--- config.mk ---
export PLATFORM = sky130hd
export DESIGN_NAME = uart_rx_cfg
export DESIGN_NICKNAME = d
export VERILOG_FILES = /design/src/rtl/uart_rx_cfg.sv
export SDC_FILE = /design/constraint.sdc
export NUM_CORES = 1
export LEC_CHECK = 0
export BUFFER_PORTS_ARGS = -buffer_cell sky130_fd_sc_hd__buf_2
export CELL_PAD_IN_SITES_DETAIL_PLACEMENT = 1
export CELL_PAD_IN_SITES_GLOBAL_PLACEMENT = 2
export CORE_MARGIN = 2
export CORE_UTILIZATION = 29
export CTS_CLUSTER_DIAMETER = 60
export CTS_CLUSTER_SIZE = 28
export DETAILED_ROUTE_END_ITERATION = 10
export GPL_ROUTABILITY_DRIVEN = 0
export PLACE_DENSITY_LB_ADDON = 0.1
export RECOVER_POWER = 100
export SYNTH_ARGS = -nofsm -noshare
export SYNTH_HDL_FRONTEND = slang
export SYNTH_SLANG_ARGS = --single-unit
--- constraint.sdc ---
create_clock -name clk -period 2.4 [get_ports clk]
set_input_delay 0.12 -clock clk [delete_from_list [all_inputs] [get_ports clk]]
set_output_delay 0.12 -clock clk [all_outputs]
set_load 0.01 [all_outputs]
--- src/rtl/uart_rx_cfg.sv ---
// uart_rx_cfg: oversampling UART receiver with per-frame parity/stop configuration
// and error flags.
module uart_rx_cfg #(
    parameter int DATA_SIZE = 8,
    parameter int SYS_FREQ  = 50000000,
    parameter int BAUD_RATE = 115200,
    parameter int SAMPLE    = 16,
    parameter int BAUD_DVSR = SYS_FREQ / (SAMPLE * BAUD_RATE)
) (
    input  logic                 clk,
    input  logic                 reset,
    input  logic                 rx,
    input  logic                 rx_start,
    input  logic [1:0]           parity_mode,
    input  logic                 stop_bits,
    output logic [DATA_SIZE-1:0] data_out,
    output logic                 rx_done_tick,
    output logic                 parity_err,
    output logic                 frame_err,
    output logic                 break_det,
    output logic                 busy
);
    localparam int TW = $clog2(BAUD_DVSR + 1);
    localparam int SW = $clog2(SAMPLE);
    localparam int BW = $clog2(DATA_SIZE);

    typedef enum logic [2:0] {IDLE, START, DATA, PARITY, STOP} state_t;

    state_t               state, state_n;
    logic                 rx_m, rx_q;
    logic [TW-1:0]        tcnt;
    logic                 s_tick, mid;
    logic [SW-1:0]        s_cnt, s_cnt_n;
    logic [BW-1:0]        b_cnt, b_cnt_n;
    logic [DATA_SIZE-1:0] sh, sh_n, data_n;
    logic                 pbit, pbit_n, fe, fe_n, st0, st0_n, sb, sb_n;
    logic [1:0]           pm, pm_n;
    logic                 perr_n, ferr_n, brk_n, done_n;

    assign s_tick = tcnt == TW'(BAUD_DVSR - 1);
    assign mid    = s_tick && s_cnt == SW'(SAMPLE - 1);
    assign busy   = state != IDLE;

    always_comb begin
        state_n = state;
        s_cnt_n = (s_tick && state != IDLE) ? s_cnt + SW'(1) : s_cnt;
        b_cnt_n = b_cnt;
        sh_n    = sh;
        pbit_n  = pbit;
        fe_n    = fe;
        st0_n   = st0;
        pm_n    = pm;
        sb_n    = sb;
        data_n  = data_out;
        perr_n  = parity_err;
        ferr_n  = frame_err;
        brk_n   = break_det;
        done_n  = 1'b0;
        case (state)
            IDLE: if (rx_start && !rx_q) begin
                state_n = START;
                s_cnt_n = '0;
                pm_n    = parity_mode;
                sb_n    = stop_bits;
            end
            START: if (s_tick && s_cnt == SW'(SAMPLE / 2 - 1)) begin
                state_n = rx_q ? IDLE : DATA;
                s_cnt_n = '0;
                b_cnt_n = '0;
            end
            DATA: if (mid) begin
                s_cnt_n = '0;
                sh_n    = {rx_q, sh[DATA_SIZE-1:1]};
                b_cnt_n = b_cnt + BW'(1);
                if (b_cnt == BW'(DATA_SIZE - 1)) begin
                    state_n = ^pm ? PARITY : STOP;
                    b_cnt_n = '0;
                    fe_n    = 1'b0;
                end
            end
            PARITY: if (mid) begin
                s_cnt_n = '0;
                pbit_n  = rx_q;
                state_n = STOP;
            end
            STOP: if (mid) begin
                s_cnt_n = '0;
                b_cnt_n = b_cnt + BW'(1);
                fe_n    = fe | ~rx_q;
                if (b_cnt == '0) st0_n = rx_q;
                // b_cnt counts stop bits here; sb selects one or two
                if (b_cnt == BW'(sb)) begin
                    state_n = IDLE;
                    done_n  = 1'b1;
                    data_n  = sh;
                    perr_n  = ^pm & (^sh ^ pbit ^ pm[1]);
                    ferr_n  = fe | ~rx_q;
                    brk_n   = ~|sh & ~(^pm & pbit) & ~(b_cnt == '0 ? rx_q : st0);
                end
            end
            default: state_n = IDLE;
        endcase
    end

    always_ff @(posedge clk or posedge reset) begin
        if (reset) begin
            state        <= IDLE;
            rx_m         <= 1'b1;
            rx_q         <= 1'b1;
            tcnt         <= '0;
            s_cnt        <= '0;
            b_cnt        <= '0;
            sh           <= '0;
            pbit         <= 1'b0;
            fe           <= 1'b0;
            st0          <= 1'b0;
            pm           <= '0;
            sb           <= 1'b0;
            data_out     <= '0;
            parity_err   <= 1'b0;
            frame_err    <= 1'b0;
            break_det    <= 1'b0;
            rx_done_tick <= 1'b0;
        end else begin
            state        <= state_n;
            rx_m         <= rx;
            rx_q         <= rx_m;
            tcnt         <= s_tick ? '0 : tcnt + TW'(1);
            s_cnt        <= s_cnt_n;
            b_cnt        <= b_cnt_n;
            sh           <= sh_n;
            pbit         <= pbit_n;
            fe           <= fe_n;
            st0          <= st0_n;
            pm           <= pm_n;
            sb           <= sb_n;
            data_out     <= data_n;
            parity_err   <= perr_n;
            frame_err    <= ferr_n;
            break_det    <= brk_n;
            rx_done_tick <= done_n;
        end
    end
endmodule

==> results.tsv <==
stage	metric	value	unit
floorplanning	die_area	0.00846	mm^2
min_path	min-delay-path-class	input port to register	
clocking	cts_num_sinks	43	
sta	worst_slew_pin_slew	1.64	ns
layout	final_layout_size_suffix_gt1_frac	0.172	
synth	synth_nets	231	
synth	ys_seq_area_frac	0.481	
drt	dr.max_layer_used	met4	
synth	synthesis_stage_register_bit_count	43	
power	finalPower	1.66	mW
synth	syn-instance-count	214	
clocking	post_cts.repair.setup_buffers	0	
grt	grt_pass1_wl	9120	um
clocking	cts_max_level	2	
grt	gr-usage-all-layers	0.137	
power	power.density	649	mW/mm^2
drt	viasPerCell	4.73	
clocking	clockBufferDepth	2	
placement	placed_area	0.00251	mm^2
critical_path	worstPathMaxFanout	14	
clocking	cts_made_buffers	5	
clocking	cts_tree	built	
power	vdd_drop_max	262	uV
drt	dr.pass1.iters	4	
grt	grt_max_degree	44	
status	failed_checks	max-capacitance violations, max-slew violations	
flow_run	max-cap-violations	1	
layout	fillCellCount	888	
drt	met3_wl	128	um
sta	worst_slew_margin_rel	-0.0923	
critical_path	worst_stage_delay_on_the_critical_path	0.58	ns
layout	num_antenna_cells	0	
floorplanning	starting_density	0.295	
sta	fin_skew	0.0119	ns
floorplanning	coreArea	0.00761	mm^2
sta	final.period_utilization	0.940	
critical_path	worstSetupStartpointType	register	
floorplanning	die_x	92.0	um
drt	routedLengthMet1	2580	um
grt	first_global_vias	1812	
layout	flow.area_growth_from_synthesis	14.3	%
drt	drt-initial-drc-count	50	
critical_path	cp.arrival	2.43	ns
sta	final.min_clock_period	2.26	ns
sta	hold_violations	0	
placement	dpl.hpwl	3820	um
floorplanning	floorplan.die.height	92.0	um
synth	syn_area	0.00224	mm^2
critical_path	critical_path_required	2.58	ns
sta	slew_violations	44	
layout	design_area	0.00256	mm^2
sta	finalSetupViolCount	0	
floorplanning	ios	20	
drt	drt_wl_total	5150	um
sta	grt_setup_unrepaired	no	
sta	max_freq	443	MHz
clocking	worst_setup_hold_path_clk_slew	0.08	ns
critical_path	crit_path_cell_trace	inv_1, ha_1, nand4b_4, or4_4, nor4_4, buf_12, mux2_2	
synth	synthesis.area_per_instance	10.5	um^2
clocking	clk_root_buffer_cell	clkbuf_8	
floorplanning	placementRows	32	
synth	yosys.cell_types.count	43	
synth	yosys_warnings	0	
drt	drt-wirelength-per-cell	14.9	um
layout	final_net_count	260	
drt	route.met2.wl	2380	um
critical_path	element_type_at_the_critical_path_end	register	
sta	setup-tns-final	0	ns
critical_path	crit_type	register to register	
grt	global_route.overflow_total	0	
drt	final_antenna_net_count	0	
placement	placement.io_buffers	19	
clocking	clock_insertion_delay_worst_skew	0.30	ns
status	run_status	complete, but fails checks	
grt	initial_antenna_violation_count	0	
drt	route.vias.total	1635	
power	power.leakage	1.07	nW
critical_path	cp_slowest_cell	or4_4	
drt	drc	0	
## through the flow
step / setup slack (ns) / instances / hold WS [ns] / utilization
after floorplan: 0.206 / 214 / 0.124 / -
after global placement: 0.191 / 337 / 0.228 / 0.330
after detailed placement: 0.137 / 337 / 0.227 / 0.330
after CTS: 0.112 / 346 / 0.0459 / 0.343
after global routing: 0.0269 / 346 / 0.0521 / 0.337
final: 0.143 / 346 / 0.0546 / 0.337
## per-layer routing
layer,track usage,vias to the layer above
met4,0.0373,0
met2,0.230,19
li1,-,802
met3,0.0296,7
met1,0.178,807
met5,0,-
## registers in the layout, summed over array words and instances (netlist names), 2 cells and up
name,cells
b_cnt,3
data_out,8
pm,2
s_cnt,4
sh,8
state,3
tcnt,5
## cell usage after synthesis (all sizes together)
| library cell | count | share of area |
|---|---|---|
| a31o | 1 | 0.0039 |
| nand2b | 5 | 0.017 |
| inv | 20 | 0.033 |
| mux2i | 2 | 0.0089 |
| mux2 | 14 | 0.077 |
| clkbuf | 5 | 0.0084 |
| ha | 10 | 0.056 |
| or4 | 1 | 0.0050 |
| o21ai | 20 | 0.045 |
| o31ai | 1 | 0.0033 |
| or2 | 2 | 0.0056 |
| nor2 | 11 | 0.018 |
| xor2 | 5 | 0.020 |
| xnor2 | 5 | 0.020 |
| nand4b | 2 | 0.015 |
| o21bai | 1 | 0.0033 |
| a22o | 2 | 0.0078 |
| nand4 | 2 | 0.0056 |
| a211oi | 3 | 0.010 |
| a31oi | 3 | 0.0084 |
| nand3 | 10 | 0.022 |
| dfstp | 2 | 0.023 |
| and4b | 1 | 0.0050 |
| o41ai | 3 | 0.012 |
| nor4 | 3 | 0.015 |
| a21boi | 2 | 0.0067 |
| a21oi | 3 | 0.0067 |
| a22oi | 1 | 0.0033 |
| and2 | 1 | 0.0028 |
| a32o | 1 | 0.0045 |
| nor3 | 6 | 0.016 |
| dfrtp | 41 | 0.46 |
| nor2b | 2 | 0.0056 |
| nand2 | 16 | 0.027 |
| buf | 3 | 0.0095 |
| o21a | 2 | 0.0067 |
| nor3b | 2 | 0.0067 |
## layout make-up
| class | count | area, um^2 | area share |
|---|---|---|---|
| flip-flops and latches | 43 | 1080 | 0.421 |
| multi-input cells | 143 | 1030 | 0.402 |
| repair buffers | 30 | 168 | 0.0654 |
| well taps | 102 | 128 | 0.0498 |
| inverters | 20 | 75.1 | 0.0293 |
| clock buffers | 6 | 72.6 | 0.0283 |
| clock inverters | 2 | 12.5 | 0.00488 |
## logic make-up after synthesis
family	Yosys count	synth area share
flops	43	0.481
simple gates	64	0.166
compound gates	43	0.121
mux	16	0.0859
xor+xnor	10	0.0390
fa+ha+maj	10	0.0558
buf+inv	28	0.0513
## worst paths after layout
check,from,to,cells past startpoint,slack [ns]
max,tcnt[0]$_DFF_PP0_,data_out[4]$_DFFE_PP0P_,7,0.14
min,parity_mode[0],pm[0]$_DFFE_PP0P_,2,0.05
max reg2reg,tcnt[0]$_DFF_PP0_,data_out[4]$_DFFE_PP0P_,7,0.14
min reg2reg,rx_m$_DFF_PP1_,rx_q$_DFF_PP1_,0,0.36
max in group asynchronous,reset,b_cnt[0]$_DFFE_PP0P_,2,1.12
min in group asynchronous,reset,parity_err$_DFFE_PP0P_,2,0.32
## worst max-delay path: cells and delay by family (launching register included)
kind | cells | cell delay [ns]
fa+ha+maj | 1 | 0.22
flops | 1 | 0.42
simple gates | 3 | 0.92
mux | 1 | 0.33
buf+inv | 2 | 0.25
## cells in the final DEF, fill, tap and decap left out, types with 4 or more instances in the layout
cell / n
dfrtp_1: 41
nor3_1: 6
xnor2_1: 5
nand3_1: 10
buf_2: 7
nand2_1: 16
o21ai_0: 20
clkbuf_8: 5
mux2_1: 4
nand2b_1: 4
clkbuf_1: 15
xor2_1: 5
inv_1: 20
buf_4: 6
nor2_1: 11
mux2_2: 10
ha_1: 10
## timing repair
item | 4_1_cts | 5_1_grt
hold buffers | 1 | 0
resized for setup | 0 | 0
endpoints found under the hold margin | 1 | 0
## where the power goes
group          leakage (nW)  switching [mW]  internal, mW
combinational         0.468           0.223         0.150
sequential            0.563          0.0462         0.781
clock                0.0412           0.259         0.204
(Power assumes the default switching activity.)
